### src/rtl/framewriter_pkg.sv
`default_nettype none
// +---------------------------------------------------------------------------+
// | framewriter_pkg: FSM state encoding, AXI constants, burst helpers.        |
// | Revision: 1.0                                                             |
// +---------------------------------------------------------------------------+
package framewriter_pkg;

  typedef enum logic [2:0] {
    S_IDLE      = 3'd0,
    S_WAIT_DATA = 3'd1,
    S_ADDR      = 3'd2,
    S_DATA      = 3'd3,
    S_RESP      = 3'd4
  } state_t;

  localparam logic [1:0] AXI_BURST_INCR   = 2'b01;
  localparam logic [1:0] AXI_RESP_OKAY    = 2'b00;
  localparam logic [3:0] AXI_CACHE_BUFMOD = 4'b0011;

  function automatic int burst_bytes(input int len, input int data_width);
    return len * (data_width / 8);
  endfunction

  function automatic logic [2:0] size_code(input int data_width);
    return 3'($clog2(data_width / 8));
  endfunction

endpackage
`default_nettype wire

### src/rtl/framewriter_if.sv
`default_nettype none
// +---------------------------------------------------------------------------+
// | framewriter_if: AXI4 write-address, write-data and write-response bundle. |
// | Revision: 1.0                                                             |
// +---------------------------------------------------------------------------+
interface framewriter_if #(
  parameter int ID_WIDTH   = 1,
  parameter int ADDR_WIDTH = 32,
  parameter int DATA_WIDTH = 32
) ();
  logic [ID_WIDTH-1:0]     awid;
  logic [ADDR_WIDTH-1:0]   awaddr;
  logic [7:0]              awlen;
  logic [2:0]              awsize;
  logic [1:0]              awburst;
  logic                    awlock;
  logic [3:0]              awcache;
  logic [2:0]              awprot;
  logic [3:0]              awqos;
  logic                    awvalid;
  logic                    awready;
  logic [DATA_WIDTH-1:0]   wdata;
  logic [DATA_WIDTH/8-1:0] wstrb;
  logic                    wlast;
  logic                    wvalid;
  logic                    wready;
  logic [ID_WIDTH-1:0]     bid;
  logic [1:0]              bresp;
  logic                    bvalid;
  logic                    bready;

  modport master (
    output awid, awaddr, awlen, awsize, awburst, awlock, awcache, awprot, awqos, awvalid,
    input  awready,
    output wdata, wstrb, wlast, wvalid,
    input  wready,
    input  bid, bresp, bvalid,
    output bready
  );

  modport slave (
    input  awid, awaddr, awlen, awsize, awburst, awlock, awcache, awprot, awqos, awvalid,
    output awready,
    input  wdata, wstrb, wlast, wvalid,
    output wready,
    output bid, bresp, bvalid,
    input  bready
  );
endinterface
`default_nettype wire

### src/rtl/framewriter_fw_fifo.sv
`default_nettype none
// +---------------------------------------------------------------------------+
// | fw_fifo: synchronous FIFO with occupancy count; head is valid when count>0|
// | Revision: 1.0                                                             |
// +---------------------------------------------------------------------------+
module fw_fifo #(
  parameter int WIDTH = 32,
  parameter int DEPTH = 32
) (
  input  wire logic                     clk,
  input  wire logic                     rst_n,
  input  wire logic                     push,
  input  wire logic [WIDTH-1:0]         push_data,
  input  wire logic                     pop,
  output logic      [WIDTH-1:0]         head,
  output logic      [$clog2(DEPTH):0]   count,
  output logic                          full
);
  localparam int PTR_W = $clog2(DEPTH);
  localparam int CNT_W = PTR_W + 1;

  logic [WIDTH-1:0] mem [DEPTH];
  logic [PTR_W-1:0] wr_ptr;
  logic [PTR_W-1:0] rd_ptr;
  logic             do_push;
  logic             do_pop;

  assign full    = (count == CNT_W'(DEPTH));
  assign do_push = push & ~full;
  assign do_pop  = pop & (count != '0);
  assign head    = mem[rd_ptr];

  // Storage carries no reset; only the pointers and count define validity.
  always_ff @(posedge clk) begin
    if (do_push) mem[wr_ptr] <= push_data;
  end

  always_ff @(posedge clk or negedge rst_n) begin
    if (!rst_n) begin
      wr_ptr <= '0;
      rd_ptr <= '0;
      count  <= '0;
    end else begin
      if (do_push) wr_ptr <= wr_ptr + 1'b1;
      if (do_pop)  rd_ptr <= rd_ptr + 1'b1;
      case ({do_push, do_pop})
        2'b10:   count <= count + 1'b1;
        2'b01:   count <= count - 1'b1;
        default: count <= count;
      endcase
    end
  end
endmodule
`default_nettype wire

### src/rtl/framewriter.sv
`default_nettype none
// +---------------------------------------------------------------------------+
// | framewriter: AXI4 INCR-burst frame writer fed by a valid/ready pixel port.|
// | Optional macro FRAMEWRITER_BRESP_CHECK_EN enables sticky BRESP error flag.|
// | Revision: 1.0                                                             |
// +---------------------------------------------------------------------------+
module framewriter
  import framewriter_pkg::*;
#(
  parameter int C_M_AXI_BURST_LEN  = 16,
  parameter int C_M_AXI_ID_WIDTH   = 1,
  parameter int C_M_AXI_ADDR_WIDTH = 32,
  parameter int C_M_AXI_DATA_WIDTH = 32,
  parameter int FRAME_WORDS        = 153600,
  parameter int FIFO_DEPTH         = 32
) (
  input  wire logic                          M_AXI_ACLK,
  input  wire logic                          M_AXI_ARESETN,
  input  wire logic                          start,
  input  wire logic [C_M_AXI_ADDR_WIDTH-1:0] base_addr,
  input  wire logic [C_M_AXI_DATA_WIDTH-1:0] pixel_data,
  input  wire logic                          pixel_valid,
  output logic                               pixel_ready,
  output logic                               busy,
  output logic                               done,
  output logic                               error,
  framewriter_if.master                      m_axi
);
  localparam int CNT_W      = $clog2(FRAME_WORDS + 1);
  localparam int BEAT_W     = (C_M_AXI_BURST_LEN > 1) ? $clog2(C_M_AXI_BURST_LEN) : 1;
  localparam int FIFO_CNT_W = $clog2(FIFO_DEPTH) + 1;
  localparam logic [CNT_W-1:0]              FRAME_CNT  = CNT_W'(FRAME_WORDS);
  localparam logic [CNT_W-1:0]              BURST_CNT  = CNT_W'(C_M_AXI_BURST_LEN);
  localparam logic [FIFO_CNT_W-1:0]         BURST_FILL = FIFO_CNT_W'(C_M_AXI_BURST_LEN);
  localparam logic [BEAT_W-1:0]             LAST_BEAT  = BEAT_W'(C_M_AXI_BURST_LEN - 1);
  localparam logic [C_M_AXI_ADDR_WIDTH-1:0] BURST_STEP =
    C_M_AXI_ADDR_WIDTH'(burst_bytes(C_M_AXI_BURST_LEN, C_M_AXI_DATA_WIDTH));

  wire clk   = M_AXI_ACLK;
  wire rst_n = M_AXI_ARESETN;

  state_t                          state;
  logic [C_M_AXI_ADDR_WIDTH-1:0]   addr;
  logic [CNT_W-1:0]                in_cnt;
  logic [CNT_W-1:0]                out_cnt;
  logic [CNT_W-1:0]                out_next;
  logic [BEAT_W-1:0]               beat;
  logic [BEAT_W-1:0]               beat_next;
  logic                            awvalid_q, wvalid_q, wlast_q, bready_q, busy_q, done_q;
  logic [C_M_AXI_DATA_WIDTH-1:0]   fifo_head;
  logic [FIFO_CNT_W-1:0]           fifo_count;
  logic                            fifo_full;
  logic                            push;
  logic                            pop;

  assign pixel_ready = busy_q & ~fifo_full & (in_cnt < FRAME_CNT);
  assign push        = pixel_valid & pixel_ready;
  assign pop         = wvalid_q & m_axi.wready;
  assign out_next    = out_cnt + BURST_CNT;
  assign beat_next   = beat + 1'b1;

  fw_fifo #(
    .WIDTH (C_M_AXI_DATA_WIDTH),
    .DEPTH (FIFO_DEPTH)
  ) u_fifo (
    .clk       (clk),
    .rst_n     (rst_n),
    .push      (push),
    .push_data (pixel_data),
    .pop       (pop),
    .head      (fifo_head),
    .count     (fifo_count),
    .full      (fifo_full)
  );

  assign m_axi.awid    = '0;
  assign m_axi.awaddr  = addr;
  assign m_axi.awlen   = 8'(C_M_AXI_BURST_LEN - 1);
  assign m_axi.awsize  = size_code(C_M_AXI_DATA_WIDTH);
  assign m_axi.awburst = AXI_BURST_INCR;
  assign m_axi.awlock  = 1'b0;
  assign m_axi.awcache = AXI_CACHE_BUFMOD;
  assign m_axi.awprot  = 3'b000;
  assign m_axi.awqos   = 4'b0000;
  assign m_axi.awvalid = awvalid_q;
  // Head is gated so WDATA reads zero outside a burst, including after reset.
  assign m_axi.wdata   = wvalid_q ? fifo_head : '0;
  assign m_axi.wstrb   = '1;
  assign m_axi.wlast   = wlast_q;
  assign m_axi.wvalid  = wvalid_q;
  assign m_axi.bready  = bready_q;
  assign busy          = busy_q;
  assign done          = done_q;

  always_ff @(posedge clk or negedge rst_n) begin
    if (!rst_n) begin
      state     <= S_IDLE;
      addr      <= '0;
      in_cnt    <= '0;
      out_cnt   <= '0;
      beat      <= '0;
      awvalid_q <= 1'b0;
      wvalid_q  <= 1'b0;
      wlast_q   <= 1'b0;
      bready_q  <= 1'b0;
      busy_q    <= 1'b0;
      done_q    <= 1'b0;
    end else begin
      done_q <= 1'b0;
      if (push) in_cnt <= in_cnt + 1'b1;
      case (state)
        S_IDLE: if (start) begin
          addr    <= base_addr;
          in_cnt  <= '0;
          out_cnt <= '0;
          busy_q  <= 1'b1;
          state   <= S_WAIT_DATA;
        end
        S_WAIT_DATA: if (fifo_count >= BURST_FILL) begin
          awvalid_q <= 1'b1;
          state     <= S_ADDR;
        end
        S_ADDR: if (m_axi.awready) begin
          awvalid_q <= 1'b0;
          wvalid_q  <= 1'b1;
          wlast_q   <= (C_M_AXI_BURST_LEN == 1);
          beat      <= '0;
          state     <= S_DATA;
        end
        S_DATA: if (m_axi.wready) begin
          beat    <= beat_next;
          wlast_q <= (beat_next == LAST_BEAT);
          if (wlast_q) begin
            wvalid_q <= 1'b0;
            wlast_q  <= 1'b0;
            bready_q <= 1'b1;
            state    <= S_RESP;
          end
        end
        S_RESP: if (m_axi.bvalid) begin
          bready_q <= 1'b0;
          addr     <= addr + BURST_STEP;
          out_cnt  <= out_next;
          if (out_next == FRAME_CNT) begin
            busy_q <= 1'b0;
            done_q <= 1'b1;
            state  <= S_IDLE;
          end else begin
            state <= S_WAIT_DATA;
          end
        end
        default: state <= S_IDLE;
      endcase
    end
  end

  // BID is never consulted: only one burst is ever outstanding.
  wire unused_bid = ^m_axi.bid;

`ifdef FRAMEWRITER_BRESP_CHECK_EN
  logic error_q;
  always_ff @(posedge clk or negedge rst_n) begin
    if (!rst_n)
      error_q <= 1'b0;
    else if (state == S_IDLE && start)
      error_q <= 1'b0;
    else if (state == S_RESP && m_axi.bvalid && m_axi.bresp != AXI_RESP_OKAY)
      error_q <= 1'b1;
  end
  assign error = error_q;
`else
  wire unused_bresp = ^m_axi.bresp;
  assign error = 1'b0;
`endif
endmodule
`default_nettype wire
### src/flat_wrapper.sv
// flat-port wrapper written by rule: the top's interface ports become plain ports
module framewriter_flat import framewriter_pkg::*;
#(
  parameter int C_M_AXI_BURST_LEN  = 16,
  parameter int C_M_AXI_ID_WIDTH   = 1,
  parameter int C_M_AXI_ADDR_WIDTH = 32,
  parameter int C_M_AXI_DATA_WIDTH = 32,
  parameter int FRAME_WORDS        = 153600,
  parameter int FIFO_DEPTH         = 32
)
  (M_AXI_ACLK, M_AXI_ARESETN, start, base_addr, pixel_data, pixel_valid, pixel_ready, busy, done, error, m_axi_awid, m_axi_awaddr, m_axi_awlen, m_axi_awsize, m_axi_awburst, m_axi_awlock, m_axi_awcache, m_axi_awprot, m_axi_awqos, m_axi_awvalid, m_axi_awready, m_axi_wdata, m_axi_wstrb, m_axi_wlast, m_axi_wvalid, m_axi_wready, m_axi_bid, m_axi_bresp, m_axi_bvalid, m_axi_bready);
  framewriter_if m_axi_i ();
  input  wire logic M_AXI_ACLK;
  input  wire logic M_AXI_ARESETN;
  input  wire logic start;
  input  wire logic [C_M_AXI_ADDR_WIDTH-1:0] base_addr;
  input  wire logic [C_M_AXI_DATA_WIDTH-1:0] pixel_data;
  input  wire logic pixel_valid;
  output logic pixel_ready;
  output logic busy;
  output logic done;
  output logic error;
  output wire logic [$bits(m_axi_i.awid)-1:0] m_axi_awid;
  output wire logic [$bits(m_axi_i.awaddr)-1:0] m_axi_awaddr;
  output wire logic [$bits(m_axi_i.awlen)-1:0] m_axi_awlen;
  output wire logic [$bits(m_axi_i.awsize)-1:0] m_axi_awsize;
  output wire logic [$bits(m_axi_i.awburst)-1:0] m_axi_awburst;
  output wire logic [$bits(m_axi_i.awlock)-1:0] m_axi_awlock;
  output wire logic [$bits(m_axi_i.awcache)-1:0] m_axi_awcache;
  output wire logic [$bits(m_axi_i.awprot)-1:0] m_axi_awprot;
  output wire logic [$bits(m_axi_i.awqos)-1:0] m_axi_awqos;
  output wire logic [$bits(m_axi_i.awvalid)-1:0] m_axi_awvalid;
  input wire logic [$bits(m_axi_i.awready)-1:0] m_axi_awready;
  output wire logic [$bits(m_axi_i.wdata)-1:0] m_axi_wdata;
  output wire logic [$bits(m_axi_i.wstrb)-1:0] m_axi_wstrb;
  output wire logic [$bits(m_axi_i.wlast)-1:0] m_axi_wlast;
  output wire logic [$bits(m_axi_i.wvalid)-1:0] m_axi_wvalid;
  input wire logic [$bits(m_axi_i.wready)-1:0] m_axi_wready;
  input wire logic [$bits(m_axi_i.bid)-1:0] m_axi_bid;
  input wire logic [$bits(m_axi_i.bresp)-1:0] m_axi_bresp;
  input wire logic [$bits(m_axi_i.bvalid)-1:0] m_axi_bvalid;
  output wire logic [$bits(m_axi_i.bready)-1:0] m_axi_bready;
  assign m_axi_awid = m_axi_i.awid;
  assign m_axi_awaddr = m_axi_i.awaddr;
  assign m_axi_awlen = m_axi_i.awlen;
  assign m_axi_awsize = m_axi_i.awsize;
  assign m_axi_awburst = m_axi_i.awburst;
  assign m_axi_awlock = m_axi_i.awlock;
  assign m_axi_awcache = m_axi_i.awcache;
  assign m_axi_awprot = m_axi_i.awprot;
  assign m_axi_awqos = m_axi_i.awqos;
  assign m_axi_awvalid = m_axi_i.awvalid;
  assign m_axi_i.awready = m_axi_awready;
  assign m_axi_wdata = m_axi_i.wdata;
  assign m_axi_wstrb = m_axi_i.wstrb;
  assign m_axi_wlast = m_axi_i.wlast;
  assign m_axi_wvalid = m_axi_i.wvalid;
  assign m_axi_i.wready = m_axi_wready;
  assign m_axi_i.bid = m_axi_bid;
  assign m_axi_i.bresp = m_axi_bresp;
  assign m_axi_i.bvalid = m_axi_bvalid;
  assign m_axi_bready = m_axi_i.bready;
  framewriter #(.C_M_AXI_BURST_LEN(C_M_AXI_BURST_LEN), .C_M_AXI_ID_WIDTH(C_M_AXI_ID_WIDTH), .C_M_AXI_ADDR_WIDTH(C_M_AXI_ADDR_WIDTH), .C_M_AXI_DATA_WIDTH(C_M_AXI_DATA_WIDTH), .FRAME_WORDS(FRAME_WORDS), .FIFO_DEPTH(FIFO_DEPTH)) u_core (.M_AXI_ACLK(M_AXI_ACLK), .M_AXI_ARESETN(M_AXI_ARESETN), .start(start), .base_addr(base_addr), .pixel_data(pixel_data), .pixel_valid(pixel_valid), .pixel_ready(pixel_ready), .busy(busy), .done(done), .error(error), .m_axi(m_axi_i));
endmodule
### config.mk
export PLATFORM = sky130hd
export DESIGN_NAME = framewriter_flat
export DESIGN_NICKNAME = d
export VERILOG_FILES = /design/src/rtl/framewriter_pkg.sv /design/src/rtl/framewriter_if.sv /design/src/rtl/framewriter_fw_fifo.sv /design/src/rtl/framewriter.sv /design/src/flat_wrapper.sv
export SDC_FILE = /design/constraint.sdc
export NUM_CORES = 1
export LEC_CHECK = 0
export BUFFER_PORTS_ARGS = -buffer_cell sky130_fd_sc_hd__buf_4
export CORE_UTILIZATION = 51
export DETAILED_ROUTE_END_ITERATION = 16
export PLACE_DENSITY = 0.7
export SLEW_MARGIN = 20
export SYNTH_ARGS = -nofsm -noshare
export SYNTH_HDL_FRONTEND = slang
export SYNTH_SLANG_ARGS = --single-unit
### constraint.sdc
create_clock -name M_AXI_ACLK -period 3.6 [get_ports M_AXI_ACLK]
set_clock_uncertainty 0.1 [all_clocks]
set_input_delay 0.36 -clock M_AXI_ACLK [delete_from_list [all_inputs] [get_ports M_AXI_ACLK]]
set_output_delay 0.36 -clock M_AXI_ACLK [all_outputs]
set_load 0.005 [all_outputs]
== Word-level counts from Yosys, hierarchy flattened ==
Memory sizes are Yosys's and may differ from the RTL's.
Index checks and enable logic that the tools add are counted.

* Register bits after elaboration: 97
* RAM bits: 1,024
* Output and inout bits: 102
* Logic and storage cells: 107
* Memories: 1

{| class="wikitable"
|+ Memories
! memory !! words !! width !! read ports !! clocked after Yosys merged registers in !! write ports !! RTL line !! RTL
|-
| u_core.u_fifo.mem || 32 || 32 || 1 || 0 || 1 || framewriter_fw_fifo.sv:22 || <nowiki>logic [WIDTH-1:0] mem [DEPTH];</nowiki>
|}

* Add/sub/neg operators: 8
* $lt $le $gt $ge: 2
* Eq/ne operators: 16
* Muxes and demuxes: 45
* Bitwise gates (word level): 7
* Reductions and logical operators: 14

{| class="wikitable"
|+ Operator list
! cell !! number
|-
| $mux W32 || 3
|-
| $mux W18 || 5
|-
| $pmux W32 S2 || 1
|-
| $pmux W18 S2 || 1
|-
| $add A32 B7 Y32 const B || 1
|-
| $mux W1 || 19
|-
| $add A18 B1 Y18 const B || 1
|-
| $add A18 B5 Y18 const B || 1
|-
| $eq A18 B18 Y1 const B || 1
|-
| $lt A18 B18 Y1 const B || 1
|-
| $mux W3 || 6
|-
| $pmux W3 S5 || 1
|-
| $pmux W6 S2 || 1
|-
| $reduce_and A4 Y1 || 3
|-
| $add A5 B1 Y5 const B || 2
|-
| $pmux W1 S2 || 5
|-
| $reduce_bool A2 Y1 || 5
|-
| $reduce_and A3 Y1 || 3
|-
| $mux W4 || 2
|-
| $ne A2 B2 Y1 const B || 4
|-
| $pmux W4 S2 || 1
|-
| $add A6 B1 Y6 const B || 1
|-
| $and A1 B1 Y1 || 6
|-
| $eq A3 B2 Y1 const B || 2
|-
| 14 further kinds || 16
|}

== Logic depth before layout (Yosys ltp) ==
* Depth after elaboration: 8
* Mapped depth: 13
* Mapped depth without buffers: 12

== Cells and area by module ==
Synthesis repeated with hierarchy kept, for this count alone.

* Cells, all modules: 2,366
* Area, all modules: 44,620.3 µm²

{| class="wikitable"
|+ Modules (own cells, without submodules)
! module !! instances !! cells an instance !! area each (µm²) !! sequential area each (µm²)
|-
| fw_fifo || 1 || 1,808 || 39,819.4 || 31,149.9
|-
| framewriter || 1 || 558 || 4,800.9 || 1,926.8
|}

== Worst setup path after synthesis ==
No wires, ideal clock.

* Path kind: register -> register
* Start: register u_core.in_cnt[12]
* End: memory u_core.u_fifo.mem[28][0] (enable)
* Library setup time: 0.421 ns
* Arrival time: 3.043 ns
* Setup slack: 0.036 ns
* Stages on the path, launching flop included: 7
* Clock period less this slack: 3.564 ns
* Path through: dfrtp_1 -> a21o_1 -> a211o_1 -> a211oi_2 -> buf_2 -> nand2_1 -> nor2_1

* Cells in the longest elaborated chain, start to end: 6

{| class="wikitable"
|+ Ends and longest elaborated chain
! what !! RTL line !! RTL
|-
| start, declared || framewriter.sv:44 || <nowiki>logic [CNT_W-1:0] in_cnt;</nowiki>
|-
| start signal, assigned || framewriter.sv:110 || <nowiki>if (push) in_cnt <= in_cnt + 1'b1;</nowiki>
|-
| $lt A18 B18 Y1 || framewriter.sv:56 || <nowiki>assign pixel_ready = busy_q & ~fifo_full & (in_cnt < FRAME_CNT);</nowiki>
|-
| $and A1 B1 Y1 || framewriter.sv:56 ||
|-
| $and A1 B1 Y1 || framewriter.sv:57 || <nowiki>assign push = pixel_valid & pixel_ready;</nowiki>
|-
| $and A1 B1 Y1 || framewriter_fw_fifo.sv:29 || <nowiki>assign do_push = push & ~full;</nowiki>
|-
| $mux W1 || framewriter_fw_fifo.sv:35 || <nowiki>if (do_push) mem[wr_ptr] <= push_data;</nowiki>
|-
| $mux W1 (implied by the code) || framewriter_fw_fifo.sv:35 ||
|-
| end, declared || framewriter_fw_fifo.sv:22 ||
|}

No other way between the ends.

== Worst setup path after layout ==
* Start: register u_core.u_fifo.rd_ptr[1]
* End: output m_axi_wdata[10]

* Cells in the longest elaborated chain, start to end: 2

{| class="wikitable"
|+ Ends and longest elaborated chain
! what !! RTL line !! RTL
|-
| start, declared || framewriter_fw_fifo.sv:24 || <nowiki>logic [PTR_W-1:0] rd_ptr;</nowiki>
|-
| start signal, assigned || framewriter_fw_fifo.sv:45 || <nowiki>if (do_pop) rd_ptr <= rd_ptr + 1'b1;</nowiki>
|-
| $mem_v2 Z32 W32 || n/a ||
|-
| $mux W32 || framewriter.sv:87 || <nowiki>assign m_axi.wdata = wvalid_q ? fifo_head : '0;</nowiki>
|-
| end, declared || flat_wrapper.sv:34 || <nowiki>output wire logic [$bits(m_axi_i.wdata)-1:0] m_axi_wdata;</nowiki>
|}

No other way between the ends.

==> out/summary.md <==
* setup repair after global routing missed its margin: yes
* insertion delay to the later sink of the worst-skew pair: 0.67 ns
* Final GP Congestion: 0.819
* TritonCTS clock tree: done
* synthesized instance count: 2106
* number of nets with antenna violations after routing: 0
* initial standard-cell utilization of the core: 51.7%
* status: finished, final reports clean
* buffering stage count on the worst path with inverters included: 3
* max-capacitance violation count: 0
* normalized max-slew margin: 44.3%
* core outline area: 0.0854 mm²
* Sw Pwr: 11.1 mW
* final routed DRC violation total: 0
* Internal Dissipation: 28.1 mW
* # IOs: 176
* part of the Yosys area used for sequential elements: 74.9%
* arrival time at the worst endpoint: 3.11 ns
* average cell area after synthesis: 21.0 µm²
* Hold Crit Class: primary input to flop
* cell-by-cell trace of the critical path: buf_16 -> buf_16 -> mux4_2 -> mux4_2 -> a22o_1 -> buf_4
* detail-routed via count per cell: 6.14
* period utilisation layout: 99.1%
* Yosys cell types: 57
* Die Wd: 296 µm
* maximum number of pins on one net before global-route repair: 77
* Fmax: 280 MHz
* first drt pass iteration count: 6
* measured slew at the worst slew-check pin: 0.832 ns
* most common library cell in the layout ignoring fill and taps: edfxtp_1
* global route overflow: 0
* DP Cell Count: 3392
* Global Route Usage Sum: 23.6%
* peak ir drop on the vdd network: 0.454 mV
* Core Rows: 107
* most frequent cells in the layout: edfxtp_1, mux4_2, buf_4
* Detailed Route Iter0 Violations: 2424
* type of the worst setup path: flop to output pin
* Clk network pwr share: 28.7%
* sort of element at the start of the critical path: flop
* Die Area: 0.0877 mm²
* layout cells sized above 1: 31.2%
* primary flip-flop cell chosen by synthesis mapping: edfxtp_1
* post-layout instance count excluding filler cells: 3674
* stage delay of the slowest cell on the critical path: 0.54 ns
* total number of yosys warnings: 0
* Static Leak: 17.2 nW
* Worst Path Max Fanout: 40
* buffer cell driving the clock tree root: clkbuf_16
* Avg WL per Cell: 27.8 µm
* kind of capture point of the worst setup path: output pin
* first-pass GRT wire length: 149000 µm
* clk slew on worst S/H paths: 0.06 ns
* number of flops mapped to enable cells by yosys: 1024
* TritonCTS Buffers: 109
* post-synthesis instance area: 0.0441 mm²
* slowest stage cell on the critical path: dfrtp_4
* switching share of total power: 28.4%
* combinational power share: 30.6%
* deepest clock path buffer count: 3
* antenna violations before repair: 2
* Port Buffer Count: 141
* number of sinks driven by the clock tree: 1117
* Final Slew Violations: 0
* total power density per cell area: 754 mW/mm²
* wire length after detailed routing: 102000 µm
* vias in the first global route: 23019
* area growth from synthesis to layout: 17.7%
* share of flip-flops with an asynchronous set or reset after synthesis: 8.33%
* number of nets in the finished design: 2531
* Finish-stage setup viols: 0
* number of hold violations in the final report: 0
* number of levels the H-tree was split into: 3
* FF+latch count, synth: 1117
* die height: 296 µm
* setup_tns: 0 ns
* final critical-path required period: 3.57 ns
* critical path required time: 3.14 ns
* detailed placer's ending HPWL: 57000 µm
* share of total power in sequential cells: 40.7%
* overall via count from detail_route: 22566
* Top delay family on crit path: multiplexers
[synthesized netlist by cell type, types with 21 or more instances]
cell type,n,area [µm²]
o21ai_0,60,300
xnor2_1,21,184
nand2_1,95,357
clkbuf_1,62,233
nand3_1,27,135
buf_4,34,255
nor2_1,84,315
a22o_1,33,289
a21oi_1,21,105
edfxtp_1,1024,30700
dfrtp_1,93,2330
mux4_2,320,7210
[registers in the layout, summed over array words and instances, names as in the netlist, 4 cells and up]
signal	count
u_core.u_fifo.wr_ptr	5
u_core.m_axi.awaddr	32
u_core.u_fifo.rd_ptr	5
u_core.in_cnt	18
u_core.beat	4
u_core.u_fifo.count	6
u_core.u_fifo.mem	1024
u_core.out_cnt	14
[area by class of cell]
| class | instances | area (µm²) |
|---|---|---|
| clock buffer | 136 | 2850 |
| timing repair buffer | 332 | 3180 |
| inverter | 17 | 63.8 |
| sequential | 1117 | 33100 |
| multi-input combinational | 863 | 10600 |
| clock inverter | 64 | 702 |
| fill | 5831 | 33500 |
| tap | 1144 | 1430 |
| antenna | 1 | 2.50 |
[worst paths after layout]
| path | from | to | slack (ns) | cells past startpoint |
|---|---|---|---|---|
| hold / removal | start | u_core.state[0]$_DFFE_PN0P_ | 0.07 | 4 |
| max in group asynchronous | M_AXI_ARESETN | u_core.m_axi.awaddr[26]$_DFFE_PN0P_ | 2.44 | 3 |
| setup reg to reg | u_core.in_cnt[12]$_DFF_PN0_ | u_core.u_fifo.mem[30][20]$_DFFE_PP_ | 0.36 | 8 |
| min in group asynchronous | M_AXI_ARESETN | u_core.m_axi.awaddr[31]$_DFFE_PN0P_ | 0.18 | 2 |
| hold reg to reg | u_core.m_axi.awaddr[4]$_DFFE_PN0P_ | u_core.m_axi.awaddr[4]$_DFFE_PN0P_ | 0.39 | 2 |
| setup / recovery | u_core.u_fifo.rd_ptr[1]$_DFFE_PN0P_ | m_axi_wdata[10] | 0.03 | 6 |
[stage by stage]
step | area (µm²) | util, % | hold slack (ns) | power (mW) | worst slack (ns)
after floorplan | 44200 | - | -0.0356 | 23.3 | 0.0360
after global placement | 47300 | 55.4 | 0.363 | 27.4 | 0.394
after detailed placement | 47300 | 55.4 | 0.371 | 27.7 | 0.405
after CTS | 51700 | 60.5 | 0.0259 | 39.2 | -0.0343
after global routing | 51900 | 60.8 | 0.0606 | 40.7 | -0.0380
final | 51900 | 60.8 | 0.0667 | 39.2 | 0.0341
[cells by family (layout without fill, tap and decap cells)]
group                      count (synthesis)  after routing  synth area share, %
and+or+nand+nor                          287            287                 3.00
adders and majority gates                 17             17                0.499
DFF                                     1117           1117                 74.9
muxes                                    322            322                 16.4
buffers and inverters                    155            549                 1.89
AOI/OAI and AO/OA                        174            174                 2.65
other                                      2             32               0.0170
xor gates and xnor gates                  32             32                0.635
[per-layer routing]
layer | GRT usage (%) | share of wire [%] | up-vias
li1 | - | - | 9379
met1 | 32.0 | 39 | 11944
met2 | 40.0 | 51 | 1093
met3 | 3.76 | 7.6 | 150
met4 | 6.27 | 2.1 | 0
met5 | 0 | 0 | -
[power groups by stage]
stage / logic [mW] / registers [mW] / clock network (mW)
after global placement: 11.3 / 16.1 / 0
final: 12.0 / 15.9 / 11.2
after CTS: 11.8 / 15.9 / 11.4
after detailed placement: 11.5 / 16.2 / 0
after floorplan: 7.46 / 15.9 / 0
after global routing: 12.7 / 16.0 / 11.9
[worst register-to-register path, delay by kind of cell (launching register included)]
family          cells  cell delay (ns)
buf+inv             3             0.99
simple gates        2             0.57
compound gates      3             0.79
flops               1             0.41
[what timing repair did]
item	4_1_cts	5_1_grt
hold buffers	68	0
pin swaps	0	8
cloned	1	5
hold endpoints to repair	1119	0
endpoints found under the setup margin	31	29
setup buffers	2	5
gates resized for setup	11	15
(Power assumes the default switching activity.)
